$ cat config.mk
export PLATFORM = sky130hd
export DESIGN_NAME = uart_receiver
export DESIGN_NICKNAME = d
export VERILOG_FILES = /design/src/rtl/uart_pkg.sv /design/src/rtl/uart_baud_tick.sv /design/src/rtl/uart_receiver.sv
export SDC_FILE = /design/constraint.sdc
export NUM_CORES = 1
export LEC_CHECK = 0
export CELL_PAD_IN_SITES_DETAIL_PLACEMENT = 1
export CELL_PAD_IN_SITES_GLOBAL_PLACEMENT = 1
export CORE_MARGIN = 5
export CORE_UTILIZATION = 45
export DETAILED_ROUTE_END_ITERATION = 8
export HOLD_SLACK_MARGIN = 0.1
export PLACE_DENSITY = 0.81
export RECOVER_POWER = 100
export SETUP_SLACK_MARGIN = 0.15
export SLEW_MARGIN = 20
export SYNTH_ARGS = -nofsm -noshare
export SYNTH_HDL_FRONTEND = slang
export SYNTH_HIERARCHICAL = 1
export SYNTH_SLANG_ARGS = --single-unit
$ cat constraint.sdc
create_clock -name clk -period 2.41 [get_ports clk]
set_clock_uncertainty 0.2 [all_clocks]
set_input_delay 0.3615 -clock clk [delete_from_list [all_inputs] [get_ports clk]]
set_output_delay 0.3615 -clock clk [all_outputs]
set_load 0.05 [all_outputs]
$ cat src/rtl/uart_pkg.sv
// Shared definitions for the UART receiver and transmitter.
package uart_pkg;

    // Frame geometry and sampling constants.
    localparam int DATA_BITS = 8;
    localparam int OSR       = 16;
    localparam int MID_START = 7;

    // Line-side state machine states, common to both directions.
    typedef enum logic [2:0] {
        IDLE      = 3'd0,
        START     = 3'd1,
        DATA      = 3'd2,
        STOP      = 3'd3,
        WAIT_IDLE = 3'd4
    } uart_state_e;

    // Clock cycles per oversample tick, truncated toward zero.
    function automatic int uart_div(input int clk_freq, input int baud);
        return clk_freq / (baud * OSR);
    endfunction

endpackage

$ cat src/rtl/uart_baud_tick.sv
// Oversample tick generator: one-cycle pulse every DIV clocks, with a
// restart input that realigns the phase to an external event.
module uart_baud_tick #(
    parameter int DIV = 27
) (
    input  logic clk,
    input  logic rst_n,
    input  logic restart,
    output logic tick
);

    localparam int CW = (DIV > 1) ? $clog2(DIV) : 1;
    localparam logic [CW-1:0] LAST = CW'(DIV - 1);

    logic [CW-1:0] cnt;

    // Free-running divider; a restart forces the count back to zero.
    always_ff @(posedge clk or negedge rst_n) begin
        if (!rst_n) begin
            cnt <= '0;
        end else if (restart || (cnt == LAST)) begin
            cnt <= '0;
        end else begin
            cnt <= cnt + 1'b1;
        end
    end

    assign tick = (cnt == LAST);

endmodule

$ cat src/rtl/uart_receiver.sv
// 8N1 UART receiver: 16x oversampling, mid-bit sampling, valid/ack
// output handshake with framing-error pulse and sticky overrun flag.
module uart_receiver #(
    parameter int CLK_FREQ = 50_000_000,
    parameter int BAUD     = 115200,
    parameter int OSR      = 16
) (
    input  logic       clk,
    input  logic       rst_n,
    input  logic       rx_data,
    output logic [7:0] data_out,
    output logic       data_valid,
    input  logic       data_ack,
    output logic       frame_err,
    output logic       overrun,
    input  logic       overrun_clr,
    output logic       busy
);

    import uart_pkg::*;

    localparam int DIV = uart_div(CLK_FREQ, BAUD);

    localparam logic [3:0] MID_CNT  = 4'(MID_START);
    localparam logic [3:0] LAST_CNT = 4'(OSR - 1);
    localparam logic [2:0] LAST_BIT = 3'(DATA_BITS - 1);

    // Reject unsupported configurations at elaboration time.
    generate
        if (OSR != uart_pkg::OSR) begin : g_bad_osr
            $error("uart_receiver: OSR must be 16");
        end
        if (DIV < 1) begin : g_bad_div
            $error("uart_receiver: CLK_FREQ too low for BAUD*16");
        end
    endgenerate

    logic                 sync_meta;
    logic                 rx_s;
    uart_state_e          state_reg;
    logic [3:0]           scnt;
    logic [2:0]           bcnt;
    logic [DATA_BITS-1:0] shift;
    logic                 tick;
    logic                 restart;
    logic                 mid_stop;
    logic                 load;
    logic                 stop_bad;

    // Two-flop synchroniser; idles high so reset never looks like a start bit.
    always_ff @(posedge clk or negedge rst_n) begin
        if (!rst_n) begin
            sync_meta <= 1'b1;
            rx_s      <= 1'b1;
        end else begin
            sync_meta <= rx_data;
            rx_s      <= sync_meta;
        end
    end

    // Align the tick phase to the detected start edge.
    assign restart = (state_reg == IDLE) && !rx_s;

    uart_baud_tick #(
        .DIV (DIV)
    ) u_tick (
        .clk     (clk),
        .rst_n   (rst_n),
        .restart (restart),
        .tick    (tick)
    );

    assign mid_stop = (state_reg == STOP) && tick && (scnt == LAST_CNT);
    assign load     = mid_stop && rx_s;
    assign stop_bad = mid_stop && !rx_s;
    assign busy     = (state_reg != IDLE);

    // Frame state machine: start validation, data shifting, stop check.
    always_ff @(posedge clk or negedge rst_n) begin
        if (!rst_n) begin
            state_reg <= IDLE;
            scnt      <= '0;
            bcnt      <= '0;
            shift     <= '0;
        end else begin
            case (state_reg)
                IDLE: begin
                    if (!rx_s) begin
                        state_reg <= START;
                        scnt      <= '0;
                    end
                end
                START: begin
                    if (tick) begin
                        if (scnt == MID_CNT) begin
                            if (rx_s) begin
                                // Line went back high before mid start bit: glitch.
                                state_reg <= IDLE;
                            end else begin
                                state_reg <= DATA;
                                scnt      <= '0;
                                bcnt      <= '0;
                            end
                        end else begin
                            scnt <= scnt + 4'd1;
                        end
                    end
                end
                DATA: begin
                    if (tick) begin
                        if (scnt == LAST_CNT) begin
                            scnt  <= '0;
                            // Shift in at the MSB so the first bit lands at bit 0.
                            shift <= {rx_s, shift[DATA_BITS-1:1]};
                            if (bcnt == LAST_BIT) begin
                                state_reg <= STOP;
                            end else begin
                                bcnt <= bcnt + 3'd1;
                            end
                        end else begin
                            scnt <= scnt + 4'd1;
                        end
                    end
                end
                STOP: begin
                    if (tick) begin
                        if (scnt == LAST_CNT) begin
                            scnt <= '0;
                            // Good stop returns straight to IDLE so a start bit
                            // immediately following is still caught.
                            state_reg <= rx_s ? IDLE : WAIT_IDLE;
                        end else begin
                            scnt <= scnt + 4'd1;
                        end
                    end
                end
                WAIT_IDLE: begin
                    if (rx_s) begin
                        state_reg <= IDLE;
                    end
                end
                default: begin
                    state_reg <= IDLE;
                end
            endcase
        end
    end

    // Output register, handshake and error flags.
    always_ff @(posedge clk or negedge rst_n) begin
        if (!rst_n) begin
            data_out   <= '0;
            data_valid <= 1'b0;
            frame_err  <= 1'b0;
            overrun    <= 1'b0;
        end else begin
            frame_err <= stop_bad;

            // A new byte takes priority over an acknowledge in the same cycle.
            if (load) begin
                data_out   <= shift;
                data_valid <= 1'b1;
            end else if (data_ack) begin
                data_valid <= 1'b0;
            end

            // Setting overrun wins over clearing it.
            if (load && data_valid && !data_ack) begin
                overrun <= 1'b1;
            end else if (overrun_clr) begin
                overrun <= 1'b0;
            end
        end
    end

endmodule

* Word level (Yosys, flattened, before mapping)
Index checks and enable logic that the tools add are counted.
** Storage, ports and cells
- Bits in registers :: 36
- Input port bits :: 5
- Output and inout port bits :: 12
- Word-level logic and storage cells :: 85
** Cells by class
- $add $sub $neg :: 3
- Equality and inequality tests :: 20
- Mux-type cells :: 30
- Reductions and logical operators :: 21
** Operator list (number)
- $mux 3 :: 16
- $mux 4 :: 5
- $ne 2x2->1 const B :: 10
- $pmux 3 s5 :: 1
- $pmux 4 s3 :: 1
- $reduce_and 9->1 :: 1
- $logic_and 1x1->1 :: 7
- $reduce_and 7->1 :: 1
- $eq 3x2->1 const B :: 2
- $eq 3x3->1 const B :: 2
- $pmux 3 s2 :: 1
- $reduce_and 3->1 :: 2
- $reduce_bool 2->1 :: 3
- $reduce_bool 3->1 :: 2
- $add 5x1->5 const B :: 1
- $eq 5x5->1 const B :: 1
- $mux 5 :: 1
- $add 4x1->4 const B :: 1
- $eq 4x3->1 const B :: 1
- $eq 4x4->1 const B :: 1
- $mux 1 :: 4
- $ne 2x1->1 const B :: 2
- $add 3x1->3 const B :: 1
- $eq 3x1->1 const B :: 1
- other kinds (5) :: 6

* Depth between registers and ports, before layout
- Depth after elaboration :: 7
- Gate-level depth with buffers :: 9
- Depth with buffers taken out :: 7

* Hierarchy
Netlist, hierarchy kept.
** Modules (own cells, without submodules)
- uart_receiver :: times used 1, cells an instance 122, area an instance 1483.9 um^2, sequential area each 778.2 um^2
- uart_baud_tick :: times used 1, cells an instance 22, area an instance 284.0 um^2, sequential area each 125.1 um^2

* Worst setup path before layout
OpenSTA, ideal clock, no wires.
- Path type :: reg2reg
- Start point :: reg u_tick.cnt[0]
- End point :: reg shift[0]
- Setup time :: 0.125 ns
- Data arrival time :: 1.762 ns
- Required time :: 2.085 ns
- Slack :: 0.323 ns
- Stages on the path, launching flop included :: 9
- Path buffers :: 2
- Period minus slack after synthesis :: 2.087 ns
- Path through :: dfrtp_1 -> inv_1 -> ha_1 -> and4b_1 -> buf_6 -> and4_1 -> buf_4 -> nand3_2 -> mux2_2
** Between the ends
- Longest elaborated chain between the ends :: 2
** Ends and longest elaborated chain
- start, declared :: line uart_baud_tick.sv:15 : logic [CW-1:0] cnt;
- start signal, assigned :: line uart_baud_tick.sv:24 : cnt <= cnt + 1'b1;
- $eq 5x5->1 :: line uart_baud_tick.sv:28 : assign tick = (cnt == LAST);
- named net tick :: line uart_receiver.sv:44 : logic tick;
- $reduce_and 3->1 (no line)
- end signal, assigned :: line uart_receiver.sv:114 : shift <= {rx_s, shift[DATA_BITS-1:1]};
- end, declared :: line uart_receiver.sv:43 : logic [DATA_BITS-1:0] shift;
The timed path passes the listed nets, and every way through them passes these cells.
A chain may end at the register's enable or synchronous reset.

* Worst setup path after layout
- Start point :: reg u_tick.cnt[0]
- End point :: reg data_out[1]
** Between the ends
- Longest elaborated chain between the ends :: 4
** Ends and longest elaborated chain
- $eq 5x5->1 :: line uart_baud_tick.sv:28
- named net tick :: line uart_receiver.sv:44
- $logic_and 1x1->1 (2 in a row) :: line uart_receiver.sv:73 : assign mid_stop = (state_reg == STOP) && tick && (scnt == LAST_CNT);
- $logic_and 1x1->1 :: line uart_receiver.sv:74 : assign load = mid_stop && rx_s;
- end signal, assigned :: line uart_receiver.sv:161 : data_out <= shift;
- end, declared :: line uart_receiver.sv:11 : output logic [7:0] data_out,
The timed path passes the listed nets, and every way through them passes these cells.

==> flow_metrics.py <==
metrics = {
    "clock_network": {
        "cts_inserted_buffers": 5,
        "clock_sinks": 36,
        "ctsRootBufferMaster": "clkbuf_8",
        "clock_insertion_delay_worst_skew_ps": 280,
        "ctsHtreeMaxLevel": 2,
        "clock_tree.buffer_depth": 2,
        "clkSlewWorstSetupHoldPaths_ps": 70,
        "cts_tree": "done",
    },
    "power": {
        "peakVddDrop_mv": 0.278,
        "pwr_density_cell_nw_per_um2": 498,
        "power.static_leakage_nw": 0.982,
    },
    "global_routing": {
        "largest_net_degree_at_the_start_of_global_routing": 37,
        "via_count_of_the_first_global_routing_pass": 1347,
        "grt-ovfl-total": 0,
        "global_route_wire_length_before_repair_mm": 6.91,
        "antenna_found_initial": 0,
        "gr-usage-all-layers_pct": 17.0,
    },
    "sta": {
        "report.final.slew_viol_count": 0,
        "setup_viol": 0,
        "tns_ps": 0,
        "finalWorstPathRequiredPeriod_ps": 2200,
        "timing.hold.ws_ps": 157,
        "timing_hold_violations_final": 0,
        "final_clock_period_utilization_by_the_worst_path_pct": 91.1,
        "worst_slew_pin_tran_ps": 872,
        "grt_setup_unrepaired": "no",
        "maxSlewHeadroom_pct": 41.9,
        "max_freq_ghz": 0.455,
    },
    "synthesis": {
        "synthDominantCellAreaShare_pct": 48.1,
        "post_synth_instance_area_um2": 1770,
        "post_synth_inst_count": 144,
        "ys.warnings.count": 6,
        "synth-seq-cells": 36,
        "syn_area_per_cell_um2": 12.3,
        "synth_sequential_area_ratio_pct": 51.1,
        "syn_nets": 154,
        "library_cell_with_the_largest_summed_area_after_synthesis": "dfrtp_1",
        "synth.lib_cells_used.distinct": 42,
        "synthTopCellsByArea": "dfrtp_1 48%, mux2_2 10%, ha_1 3.5%",
    },
    "final_layout": {
        "area.growth.synth_to_final_pct": 17.2,
        "final_cells": 216,
        "final_layout_size_suffix_gt1_share_pct": 24.4,
        "layout_top_registers": "data_out x8, shift x8, u_tick/cnt x5",
        "utilization_pct": 55.3,
        "finalNetCount": 177,
        "insertedDiodeCount": 0,
    },
    "floorplan": {
        "initial_utilization_pct": 47.2,
        "pin_count": 17,
        "dieArea_um2": 5280,
        "floorplan.core_area_um2": 3740,
        "die_width_um": 72.7,
        "fp-row-count": 22,
        "floorplan.die.height_um": 72.7,
    },
    "detailed_routing": {
        "first_iter_violations": 45,
        "routedWlPerCell_um": 17.8,
        "vias_per_cell": 5.59,
        "ant_nets": 0,
        "drt-pass1-iter-count": 2,
        "drc": 0,
        "routed-via-count": 1208,
        "drt-total-wl_mm": 3.84,
    },
    "critical_path": {
        "critPathKind": "reg -> reg",
        "critical_path_peak_fanout": 10,
        "crit_required_ps": 2370,
        "endpoint_kind": "flip-flop",
        "cpMaxStageDelayCell": "dfrtp_1",
        "rr_startpoint": "u_tick/cnt[0]$_DFF_PN0_",
        "critical_path.n_buffers_inverters": 1,
        "cp_slowest_stage_delay_ps": 420,
        "worstReg2RegEnd": "data_out[1]$_DFFE_PN0P_",
        "critPathLaunch": "u_tick/cnt[0]$_DFF_PN0_",
        "worstRegToRegCells": 6,
        "crit_chain": "inv_1 > ha_1 > and4b_1 > and4_2 > nand4_4 > mux2_1",
        "worst-r2r-setup-slack_ps": 210,
        "cp_top_family": "simple AND/OR/NAND/NOR gates",
        "worst_setup_path_start_kind": "flip-flop",
        "data_arrival_time_of_the_critical_path_ps": 2150,
    },
    "place": {
        "detailedPlacementHpwl_mm": 2.79,
        "gp_routability_congestion": 0.911,
        "post-place-cells": 204,
        "port_buffers": 16,
    },
    "status": {
        "outcome": "completed",
    },
    "min_path": {
        "min_from": "sync_meta$_DFF_PN1_",
        "min_delay_path_depth": 0,
        "min_to": "rx_s$_DFF_PN1_",
        "hp-class": "reg -> reg",
    },
    "job": {
        "max-cap-violations": 0,
    },
}
layout make-up:
class	instances	area (um2)
clock buffer	7	76.3
clock inverter	1	5.00
fill	407	1670
timing repair buffer	24	224
tap	48	60.1
sequential	36	903
inverter	6	22.5
multi-input combinational	94	781
cells by family after synthesis:
| group | after synthesis | synth area share [%] |
|---|---|---|
| AND/OR/NAND/NOR | 46 | 17.6 |
| buffers and inverters | 14 | 4.39 |
| multiplexers | 20 | 13.3 |
| adder cells (fa/ha/maj) | 5 | 3.54 |
| flip-flops | 36 | 51.1 |
| XOR/XNOR | 2 | 0.991 |
| AO/OA/AOI/OAI | 21 | 9.13 |
how the worst max path moves through the flow:
stage / to / cells past startpoint
3_5_place_dp: shift[1]$_DFFE_PN0P_ / 6
2_1_floorplan: shift[0]$_DFFE_PN0P_ / 8
5_1_grt: data_out[1]$_DFFE_PN0P_ / 6
6_report: data_out[1]$_DFFE_PN0P_ / 6
3_3_place_gp: data_out[6]$_DFFE_PN0P_ / 6
4_1_cts: shift[1]$_DFFE_PN0P_ / 6
power breakdown:
part	switching, mW	total (mW)	internal (mW)
Clock	0.199	0.402	0.203
Combinational	0.0136	0.0203	0.00672
Sequential	0.00246	0.610	0.607
Total	0.215	1.03	0.817
per-layer routing:
layer,vias up,routed length [um],track usage (%)
met4,0,34,3.89
met2,20,2110,30.8
met5,-,0,0
met1,615,1560,19.6
met3,4,134,5.10
li1,569,-,-
placed cells by master (no fill, tap or decap), drive strengths merged, types with 6 or more instances in the layout:
| cell type | count |
|---|---|
| buf | 6 |
| clkbuf | 10 |
| dfrtp | 34 |
| dlygate4sd3 | 13 |
| inv | 6 |
| mux2 | 19 |
| nand2 | 7 |
| nor2 | 9 |
| nor3 | 7 |
stage by stage:
| step | total power, mW | setup slack, ps | cell area, um2 |
|---|---|---|---|
| 2_1_floorplan | 0.623 | 323 | 1770 |
| 4_1_cts | 1.05 | 168 | 2050 |
| 5_1_grt | 1.08 | 110 | 2070 |
| 3_5_place_dp | 0.644 | 212 | 1970 |
| 3_3_place_gp | 0.643 | 345 | 1970 |
| 6_report | 1.03 | 214 | 2070 |
Yosys cell counts:
master / n
a311o_1: 1
xnor2_1: 1
a21oi_1: 5
mux2_2: 16
buf_2: 2
a32oi_2: 1
a22o_1: 3
inv_1: 6
nand3b_1: 1
nor4_4: 2
o21bai_1: 2
nand3_1: 4
and2b_1: 1
a221o_1: 1
clkbuf_1: 2
nor3_2: 1
and4bb_2: 1
nand4_4: 1
or3b_1: 1
dfrtp_1: 34
mux2_4: 3
a31o_2: 1
o21ai_2: 1
nor2_1: 9
mux2i_1: 1
nor4_1: 3
and3_1: 2
buf_4: 2
buf_6: 2
nor3_1: 6
nand2_1: 7
ha_1: 5
nand2b_1: 2
and4b_1: 1
o21ai_0: 3
dfstp_2: 2
xor2_1: 1
a41o_1: 1
nand3_2: 1
a32o_1: 1
and4_1: 3
o22ai_1: 1
repair_timing:
action                                  CTS  global route
resized for setup                         0             3
buffers inserted                          0             4
hold buffers                              0             0
endpoints found under the setup margin    0            20
worst reg2reg max path, delay by kind of cell, from the launching register on:
| kind | cells | cell delay (ps) |
|---|---|---|
| and+or+nand+nor | 3 | 830 |
| DFF | 1 | 420 |
| muxes | 1 | 400 |
| adders and majority gates | 1 | 140 |
| buffers and inverters | 1 | 80 |
No activity file was read; power rests on OpenSTA's default activity.
